`config.mk`:
```
export PLATFORM = sky130hd
export DESIGN_NAME = symbol_aligner_10b
export DESIGN_NICKNAME = d
export VERILOG_FILES = /design/src/rtl/symbol_aligner_10b.sv
export SDC_FILE = /design/constraint.sdc
export NUM_CORES = 1
export LEC_CHECK = 0
export ABC_AREA = 1
export BUFFER_PORTS_ARGS = -buffer_cell sky130_fd_sc_hd__buf_2
export CAP_MARGIN = 0
export CORE_UTILIZATION = 55
export CTS_BUF_LIST = sky130_fd_sc_hd__clkbuf_2 sky130_fd_sc_hd__clkbuf_4 sky130_fd_sc_hd__clkbuf_8
export DETAILED_ROUTE_END_ITERATION = 8
export GPL_ROUTABILITY_DRIVEN = 0
export PLACE_DENSITY = 0.85
export RECOVER_POWER = 100
export SETUP_SLACK_MARGIN = 0.5
export SLEW_MARGIN = 20
export SYNTH_ARGS = -nofsm -noshare
export SYNTH_HDL_FRONTEND = slang
export SYNTH_SLANG_ARGS = --single-unit
```
`constraint.sdc`:
```
create_clock -name clk -period 1.41 [get_ports clk]
set_input_delay 0.3525 -clock clk [delete_from_list [all_inputs] [get_ports clk]]
set_output_delay 0.3525 -clock clk [all_outputs]
set_load 0.02 [all_outputs]
```
`src/rtl/symbol_aligner_10b.sv`:
```
// Serial-to-parallel K28.5 comma aligner that feeds aligned 10-bit symbols to the 10b/8b decoder.
// Latency: 1 clk from the enabled edge that shifts in bit j to data_out/data_valid.
// Backpressure: none; ser_en=0 freezes all state and outputs, data_valid is forced low.
// Optional build macro SYMBOL_DISP_CHK_EN: out-of-range ones-count symbols also count as lock errors.
module symbol_aligner_10b #(
  parameter int LOCK_CNT   = 3,
  parameter int UNLOCK_CNT = 4
) (
  input  logic       clk,
  input  logic       rst,
  input  logic       ser_in,
  input  logic       ser_en,
  output logic [9:0] data_out,
  output logic       data_valid,
  output logic       is_comma,
  output logic       locked
);

  typedef enum logic [1:0] {HUNT, CHECK, LOCKED} state_t;

  localparam logic [9:0] K28_NEG   = 10'b0011111010;
  localparam logic [9:0] K28_POS   = 10'b1100000101;
  localparam logic [3:0] LOCK_TH   = 4'(LOCK_CNT);
  localparam logic [3:0] UNLOCK_TH = 4'(UNLOCK_CNT);

  state_t     state;
  logic [9:0] sh;
  logic [3:0] ph;
  logic [3:0] lcnt;
  logic [3:0] ecnt;
  logic       comma;
  logic       boundary;
  logic       sym_err;

  assign comma    = (sh == K28_NEG) || (sh == K28_POS);
  assign boundary = (ph == 4'd0);

`ifdef SYMBOL_DISP_CHK_EN
  logic [3:0] ones;

  // Ones count of the symbol currently held in the shift register
  always_comb begin
    ones = 4'd0;
    for (int i = 0; i < 10; i++) begin
      ones = ones + {3'd0, sh[i]};
    end
  end

  assign sym_err = boundary && !comma && ((ones < 4'd4) || (ones > 4'd6));
`else
  assign sym_err = 1'b0;
`endif

  // Shift/phase tracking, alignment FSM and registered symbol output
  always_ff @(posedge clk or negedge rst) begin
    if (!rst) begin
      state      <= HUNT;
      sh         <= 10'd0;
      ph         <= 4'd0;
      lcnt       <= 4'd0;
      ecnt       <= 4'd0;
      data_out   <= 10'd0;
      data_valid <= 1'b0;
      is_comma   <= 1'b0;
      locked     <= 1'b0;
    end else if (!ser_en) begin
      data_valid <= 1'b0;
    end else begin
      sh         <= {sh[8:0], ser_in};
      ph         <= (ph == 4'd9) ? 4'd0 : ph + 4'd1;
      data_valid <= 1'b0;

      // Only symbols framed while already locked reach the decoder
      if ((state == LOCKED) && boundary) begin
        data_out   <= sh;
        is_comma   <= comma;
        data_valid <= 1'b1;
      end

      case (state)
        HUNT: begin
          if (comma) begin
            ph   <= 4'd1;
            lcnt <= 4'd1;
            if (LOCK_CNT == 1) begin
              state  <= LOCKED;
              locked <= 1'b1;
              ecnt   <= 4'd0;
            end else begin
              state <= CHECK;
            end
          end
        end
        CHECK: begin
          if (comma && boundary) begin
            lcnt <= lcnt + 4'd1;
            if ((lcnt + 4'd1) == LOCK_TH) begin
              state  <= LOCKED;
              locked <= 1'b1;
              ecnt   <= 4'd0;
            end
          end else if (comma) begin
            // Comma off the tentative boundary: restart the count at this phase
            ph   <= 4'd1;
            lcnt <= 4'd1;
          end
        end
        LOCKED: begin
          if (comma && boundary) begin
            ecnt <= 4'd0;
          end else if (comma || sym_err) begin
            if ((ecnt + 4'd1) == UNLOCK_TH) begin
              state  <= HUNT;
              locked <= 1'b0;
              lcnt   <= 4'd0;
              ecnt   <= 4'd0;
            end else begin
              ecnt <= ecnt + 4'd1;
            end
          end
        end
        default: state <= HUNT;
      endcase
    end
  end

endmodule
```
==> summary.txt, run 1 <==
Floorplan
  • Initial Utilization: 57.5%
  • Row count: 21
  • Die Span X: 61.3 um
  • Die height: 61.3 um
  • Num ports: 17

Synthesis
  • Mean Syn Cell Area: 8.23 sq um
  • Post-synth net total: 250
  • Mux share of post-synthesis cell area: 0%
  • Number of distinct library cells after synthesis: 24
  • Post-Syn Area: 1930 sq um
  • Main combinational cell family by area after synthesis: simple AND/OR/NAND/NOR gates
  • Compound-cell area share of the yosys netlist: 9.13%
  • Adder-cell share of the synthesized area: 7.12%
  • XOR/XNOR share of the synthesized area: 2.72%
  • #FFs+latches synth: 37
  • Mapped Cells: 235
  • Sequential share of the synthesized area: 47.9%
  • Synth warn: 0
  • Post-Synth Simple-Gate Area: 25.6%

CTS
  • Num CTS Buffers: 5
  • Htree depth: 2
  • Clock Tree Root: clkbuf_4
  • Maximum root-to-sink buffer count: 2
  • CTS sink cnt: 37

Place
  • # port buffers: 16
  • Dpl hpwl: 3220 um
  • Placed cells: 323

Timing
  • Worst EP kind: register input
  • Worst_ep grt: lcnt[0]$_DFFE_PN0P_/D

Outcome
  • Status: did not finish
  • Last stage: global routing
  • First error: [ERROR GRT-0232] Routing congestion too high. Check the congestion heatmap in the GUI.

Global route
  • Largest net degree at the start of global routing: 24
  • GRT overflow: 74
  • GRT Resource Usage Total: 80.0%
## metrics by stage
step | hold WS [ps] | worst slack [ps] | utilization [%] | setup TNS, ps | cell area, sq um
CTS | -84.3 | -172 | 88.1 | -1770 | 2960
detailed placement | 294 | -152 | 71.0 | -1510 | 2390
global placement | 284 | -95.4 | 71.0 | -636 | 2390
floorplan | 56.9 | 0.328 | - | 0 | 2040
## cells by family after synthesis
kind of cell,after synthesis
AO/OA/AOI/OAI,34
AND/OR/NAND/NOR,109
flip-flops,37
XOR/XNOR,6
buffers and inverters,38
adder cells (fa/ha/maj),11
## routing by layer
layer,overflow,GRT usage [%]
met5,0,11.4
met4,36,96.8
met3,1,56.1
met2,37,98.3
met1,0,78.9
## cells in the mapped netlist (all sizes together)
cell    number  area (sq um)
nor3         3          15.0
a21oi        2          10.0
nand2       72           295
buf          3          13.8
o22ai        3          18.8
nand3       15          90.1
xor2         2          17.5
nor2        16          75.1
inv         32           120
xnor2        4          35.0
o21bai       1          7.51
ha          11           138
o21ai       28           140
nand4        3          18.8
dfrtp       37           926
clkbuf       2          7.51
clkinv       1          5.00
## timing repair
| item | CTS |
|---|---|
| buffers inserted | 19 |
| gates resized for setup | 74 |
| pin swaps | 8 |
| setup endpoints to repair | 40 |
| endpoints found under the hold margin | 14 |
| cloned | 3 |
==> run 2, diff against run 1 <==
--- a/config.mk
+++ b/config.mk
@@ -8,13 +8,11 @@
 export ABC_AREA = 1
 export BUFFER_PORTS_ARGS = -buffer_cell sky130_fd_sc_hd__buf_2
 export CAP_MARGIN = 0
-export CORE_UTILIZATION = 55
-export CTS_BUF_LIST = sky130_fd_sc_hd__clkbuf_2 sky130_fd_sc_hd__clkbuf_4 sky130_fd_sc_hd__clkbuf_8
+export CORE_UTILIZATION = 40
 export DETAILED_ROUTE_END_ITERATION = 8
 export GPL_ROUTABILITY_DRIVEN = 0
-export PLACE_DENSITY = 0.85
+export PLACE_DENSITY_LB_ADDON = 0.15
 export RECOVER_POWER = 100
-export SETUP_SLACK_MARGIN = 0.5
 export SLEW_MARGIN = 20
 export SYNTH_ARGS = -nofsm -noshare
 export SYNTH_HDL_FRONTEND = slang
==> constraint.sdc (replaced) <==
create_clock -name clk -period 1.83 [get_ports clk]
set_input_delay 0.4575 -clock clk [delete_from_list [all_inputs] [get_ports clk]]
set_output_delay 0.4575 -clock clk [all_outputs]
set_load 0.02 [all_outputs]
==> run 2 against run 1 <==
  * The flow now finishes without violations
  * Synthesized cell count unchanged
  * Area after synthesis unchanged
==> summary.txt, run 2 <==
Floorplan
  • Row count: 24 (+14%)
  • Die height: 71.5 um (+17%)
  • Initial Utilization: 42.9% (-15 points)
  • Die area: 5120 sq um
  • Num ports: 17 (unchanged)
  • Die Span X: 71.5 um (+17%)
  • Core area: 4500 sq um

Timing
  • Pin slew with the least headroom to its limit: 909 ps
  • Worst hold slack: 371 ps
  • Worst rel slew slack: 39.4%
  • Minimum clock period: 1660 ps
  • Hold Vio Cnt, Final: 0
  • Skew final: 3.86 ps
  • Final setup viols: 0
  • Max frequency: 602 MHz
  • Period utilisation layout: 90.8%
  • Max Slew Vio Count: 0

Drt
  • Residual DRC: 0
  • Drt wl/cell: 11.5 um
  • DR pass1 iterations: 6
  • Total number of vias: 1472
  • Antenna Nets Post-Route: 0
  • Detailed Route Iter0 Violations: 102
  • Vias per cell: 4.73
  • Final wirelength: 3580 um

CTS
  • Clock Tree Root: clkbuf_8
  • CTS clk-pin slew, worst paths: 70 ps
  • Post-CTS Hold Fix Bufs: 0
  • CTS sink cnt: 37 (unchanged)
  • Clk_lat worst skew: 290 ps
  • Maximum root-to-sink buffer count: 2 (unchanged)
  • Num CTS Buffers: 5 (unchanged)
  • CTS tree: built
  • Htree depth: 2 (unchanged)

Place
  • Dpl hpwl: 2610 um (-19%)
  • Placed cell areas: 2080 sq um (-13%)
  • # port buffers: 16 (unchanged)
  • Placed cells: 301 (-6.8%)

Synthesis
  • #FFs+latches synth: 37 (unchanged)
  • Area share of the largest cell type after synthesis: 47.9% (unchanged)
  • Post-Syn Area: 1930 sq um (unchanged)
  • Area contributors post-synth: dfrtp_1 48%, nand2_1 13%, ha_1 7.1%
  • Number of distinct library cells after synthesis: 24 (unchanged)
  • Mapped Cells: 235 (unchanged)
  • Post-synth net total: 250 (unchanged)
  • Leading area contributor after synthesis: dfrtp_1
  • Post-synth top cells: 66 x nand2_1, 37 x dfrtp_1, 30 x inv_1
  • Sequential share of the synthesized area: 47.9% (unchanged)
  • Mean Syn Cell Area: 8.23 sq um (unchanged)
  • EDFF count, synth: 0 (unchanged)
  • Most used DFF post-synth: dfrtp_1
  • Most common cell in the netlist: nand2_1
  • Synth warn: 0 (unchanged)
  • FFs w/ async S/R, synth: 100% (unchanged)

Global route
  • Initial antenna violation count: 0
  • GRT overflow: 0
  • First-pass GRT wire length: 6430 um
  • Vias in the first global route: 1417
  • GRT Resource Usage Total: 16.6%
  • Largest net degree at the start of global routing: 38

Cells and area
  • Fin area: 2180 sq um
  • Layout cells sized above 1: 10.0%
  • Antenna cells: 0
  • Final core utilization: 48.4%
  • Most frequent cells in the layout: 67 x nand2_1, 37 x dfrtp_1, 31 x inv_1
  • Final net count: 273
  • Biggest regs: data_out: 10 flops, sh: 10 flops
  • Non-Filler Instances: 311
  • Commonest non-fill, non-tap cell in the layout: nand2_1
  • Area grow syn2layout: 12.9%
  • Fill count: 460

Critical path
  • CP Capture Type: flip-flop
  • Worst Path Required: 2010 ps
  • Kind of critical path: flip-flop to flip-flop
  • Startpoint Class: flip-flop
  • Crit Path Max Fanout: 6
  • Critical path arrival: 1840 ps

Pwr
  • Leak: 1.10 nW
  • VDD IR-drop max: 482 uV
  • PD cells: 1370 nW/um^2

Outcome
  • Status: finished clean

Hold path
  • HP Class: primary input to asynchronous set/reset pin

Run
  • Max-Cap Viols: 0
-- run 2: cell counts after synthesis --
Identical to the previous run, type by type.
-- run 2: routing by layer --
metal / part of all wire, % / track usage [%]
met1: 55 / 23.7
met2: 39 / 23.3
met3: 4.0 / 4.50
met4: 2.0 / 7.84
met5: 0 / 0
-- run 2: worst max-delay path, cell delays in order (launching register included) --
cell and delay [ps]:
dfrtp_1 420, ha_1 220, xnor2_1 140, nor2_1 110
nand2_1 60, nand2_1 110, nand2_2 90, nor2_4 170
o21ai_1 110, nand2_1 70, nand2_1 40
-- run 2: where the power goes --
| group | switching [mW] | total, mW | internal [mW] | leakage [nW] |
|---|---|---|---|---|
| Combinational | 0.729 | 1.09 | 0.362 | 0.555 |
| Clock | 0.297 | 0.706 | 0.409 | 0.0554 |
| Sequential | 0.160 | 1.19 | 1.03 | 0.486 |
| Total | 1.19 | 2.99 | 1.80 | 1.10 |
-- run 2: what timing repair did --
action / in CTS / in global routing
gates resized for setup: 0 / 1
endpoints found under the setup margin: 0 / 3
buffers inserted: 0 / 2
-- run 2: path summary, 6_finish.rpt --
path                                    startpoint                 endpoint  slack (ps)  cells after the start
hold reg to reg            data_out[7]$_DFFE_PN0P_  data_out[7]$_DFFE_PN0P_         480                      2
max in group asynchronous                      rst     state[1]$_DFFE_PN0P_         900                      2
min in group clk                            ser_in        sh[0]$_DFFE_PN0P_         370                      3
hold / removal                                 rst  data_out[8]$_DFFE_PN0P_         370                      2
setup reg to reg               ecnt[0]$_DFFE_PN0P_      lcnt[2]$_DFFE_PN0P_         170                     10
setup / recovery               ecnt[0]$_DFFE_PN0P_      lcnt[2]$_DFFE_PN0P_         170                     10
-- run 2: area by class of cell --
cell class                 count  area [sq um]  share of cell area, %
sequential                    37           926                   42.4
multi-input combinational    160           861                   39.4
inverter                      33           124                   5.68
timing repair buffer          21          95.1                   4.36
clock buffer                   6          72.6                   3.33
tap                           52          65.1                   2.98
clock inverter                 2          38.8                   1.78
-- run 2: cells by family (layout without fill, tap and decap cells) --
logic type,count (synthesis),count (layout),synth area share [%]
buf+inv,38,62,7.57
simple gates,109,109,25.6
compound gates,34,34,9.13
xor+xnor,6,6,2.72
fa+ha+maj,11,11,7.12
flops,37,37,47.9
-- run 2: per-stage QoR --
| stage | power, mW | setup WS, ps | setup TNS, ps |
|---|---|---|---|
| finish | 2.99 | 169 | 0 |
| detailed placement | 2.32 | 177 | 0 |
| floorplan | 2.02 | 336 | 0 |
| CTS | 3.04 | 167 | 0 |
| global placement | 2.32 | 177 | 0 |
| global route | 3.26 | -2.06 | -2.06 |
Power figures use the tool's default switching activity.
==> run 3, diff against run 2 <==
--- a/config.mk
+++ b/config.mk
@@ -8,12 +8,11 @@
 export ABC_AREA = 1
 export BUFFER_PORTS_ARGS = -buffer_cell sky130_fd_sc_hd__buf_2
 export CAP_MARGIN = 0
-export CORE_UTILIZATION = 40
+export CORE_UTILIZATION = 48
 export DETAILED_ROUTE_END_ITERATION = 8
 export GPL_ROUTABILITY_DRIVEN = 0
 export PLACE_DENSITY_LB_ADDON = 0.15
 export RECOVER_POWER = 100
-export SLEW_MARGIN = 20
 export SYNTH_ARGS = -nofsm -noshare
 export SYNTH_HDL_FRONTEND = slang
 export SYNTH_SLANG_ARGS = --single-unit
==> run 3 against run 2 <==
  * Clock skew up 1.4 ps
  * Worst hold slack worse by 64 ps
  * Non-clock buffer count down 1
  * Final cell count down 1.6%
  * First-iteration DRC count down 14%
  * Clock power down 20%
  * Sequential power about the same
  * Cell area down 1.5%
  * Worst setup slack worse by 8.1 ps
  * Routed wire length about the same
  * Critical path type unchanged
  * Largest cell class unchanged
  * Highest routed layer unchanged
==> summary.txt, run 3 (synthesis results as in run 2) <==
Cells and area
  • Most frequent cells in the layout: 66 x nand2_1, 37 x dfrtp_1, 31 x inv_1
  • Fill count: 364 (-21%)
  • Layout cells sized above 1: 10.1% (+0.039 points)
  • Commonest non-fill, non-tap cell in the layout: nand2_1
  • Antenna cells: 0 (unchanged)
  • Final net count: 272 (-0.37%)
  • Area grow syn2layout: 11.1%
  • Biggest regs: data_out: 10 flops, sh: 10 flops

CTS
  • # resized after CTS: 0 (unchanged)
  • CTS clk-pin slew, worst paths: 80 ps (about the same)
  • Maximum root-to-sink buffer count: 2 (unchanged)
  • Post-CTS Hold Fix Bufs: 0 (unchanged)
  • CTS sink cnt: 37 (unchanged)
  • Clock Tree Root: clkbuf_8
  • Htree depth: 2 (unchanged)
  • Post-CTS Setup Inserts: 0 (unchanged)
  • CTS tree: built
  • Clk_lat worst skew: 290 ps (about the same)
  • Num CTS Buffers: 5 (unchanged)

Global route
  • Largest net degree at the start of global routing: 24 (-37%)
  • Initial antenna violation count: 0 (unchanged)
  • GRT Resource Usage Total: 19.8% (+3.2 points)
  • GRT overflow: 0 (unchanged)
  • First-pass GRT wire length: 6380 um (-0.86%)
  • Vias in the first global route: 1438 (+1.5%)

Pwr
  • Gate power share: 38.1% (+1.6 points)
  • Seq pwr share: 42.0% (+2.1 points)
  • Switching fraction of total power: 41.7% (+2.1 points)
  • PD cells: 1320 nW/um^2 (-3.3%)
  • Sw Pwr: 1.19 mW (+0.21%)
  • Pint: 1.66 mW (-8.1%)
  • Pwr Total: 2.85 mW (-4.8%)
  • VDD IR-drop max: 639 uV (+32%)
  • Clk pwr share: 19.9% (-3.7 points)
  • Leak: 1.08 nW (-1.5%)

Place
  • Dpl hpwl: 2680 um (+2.7%)
  • # port buffers: 16 (unchanged)
  • Pre-CTS WS: 167 ps (-10.0 ps)

Floorplan
  • Num ports: 17 (unchanged)
  • Die height: 65.5 um (-8.5%)
  • Initial Utilization: 51.3% (+8.3 points)
  • Die area: 4290 sq um (-16%)
  • Die Span X: 65.5 um (-8.5%)
  • Row count: 22 (-8.3%)
  • Core area: 3770 sq um (-16%)

Critical path
  • Startpoint Class: flip-flop
  • Crit Path Max Fanout: 6 (unchanged)
  • CP Capture Type: flip-flop
  • Worst Path Required: 2010 ps (about the same)
  • Kind of critical path: flip-flop to flip-flop
  • Critical path arrival: 1850 ps (about the same)

Run
  • Max-Cap Viols: 0 (unchanged)

Drt
  • Vias per cell: 4.86 (+2.7%)
  • Drt wl/cell: 11.7 um (+1.7%)
  • Residual DRC: 0 (unchanged)
  • Total number of vias: 1487 (+1.0%)
  • Detailed Route Iter0 Violations: 88 (-14%)
  • DR pass1 iterations: 4 (-2)
  • Antenna Nets Post-Route: 0 (unchanged)
  • Final wirelength: 3580 um (about the same)

Timing
  • Max frequency: 599 MHz (-0.49%)
  • Period utilisation layout: 91.2% (+0.44 points)
  • Hold Vio Cnt, Final: 0 (unchanged)
  • Unrepaired setup endpoints after global routing: no
  • Final worst slack: 161 ps (-8.14 ps)
  • TNS Setup: 0 ps (unchanged)
  • Max Slew Vio Count: 0 (unchanged)
  • Final setup viols: 0 (unchanged)
  • Minimum clock period: 1670 ps (+8.14 ps)
  • Skew final: 5.26 ps (+1.40 ps)
  • Pin slew with the least headroom to its limit: 992 ps (+82.3 ps)
  • Worst rel slew slack: 33.9% (-5.5 points)

Hold path
  • HP Class: primary input to asynchronous set/reset pin

Outcome
  • Status: finished clean
-- run 3: cell type report --
cell class              instances  area, sq um  share of cell area, %
clock buffers                   5         68.8                   3.20
repair buffers                 20         86.3                   4.02
clock inverters                 3         22.5                   1.05
flip-flops and latches         37          926                   43.1
inverters                      33          124                   5.77
multi-input cells             160          861                   40.1
well taps                      48         60.1                   2.80
-- run 3: path summary, 6_finish.rpt --
path,slack (ps),from,end,depth (start not counted)
worst min-delay path,310,rst,sh[8]$_DFFE_PN0P_,1
worst max register to register,160,state[0]$_DFFE_PN0P_,lcnt[0]$_DFFE_PN0P_,10
min in group clk,370,ser_in,sh[0]$_DFFE_PN0P_,3
worst min register to register,470,locked$_DFFE_PN0P_,locked$_DFFE_PN0P_,2
worst max-delay path,160,state[0]$_DFFE_PN0P_,lcnt[0]$_DFFE_PN0P_,10
max in group asynchronous,470,rst,lcnt[0]$_DFFE_PN0P_,2
-- run 3: critical path, stage by stage, from the launching register on --
cell and delay (ps):
dfrtp_1 420, inv_1 90, ha_1 260, inv_1 140, nor2_1 90, nand2_1 90, nand2_2 80, nor2_4 150
nand3_1 120, nand2_1 90, inv_1 40
-- run 3: per-stage QoR --
stage	utilization, %	std cells	hold slack, ps	cell area [sq um]
floorplan	-	235	162	1930
global placement	55.3	297	427	2090
detailed placement	55.3	297	432	2090
CTS	57.8	305	115	2180
global route	57.0	306	387	2150
finish	57.0	306	307	2150
-- run 3: power by group through the flow --
stage,Clock (mW),Sequential (mW),Combinational (mW)
3_3_place_gp,0,1.20,1.10
3_5_place_dp,0,1.21,1.12
5_1_grt,0.633,1.23,1.25
2_1_floorplan,0,1.31,0.713
6_report,0.566,1.19,1.09
4_1_cts,0.588,1.20,1.12
-- run 3: routing by layer --
metal | GRT usage [%] | part of all wire [%]
met3 | 6.25 | 3.1
met5 | 0 | 0
met2 | 30.3 | 43
met4 | 5.98 | 1.2
met1 | 26.6 | 53
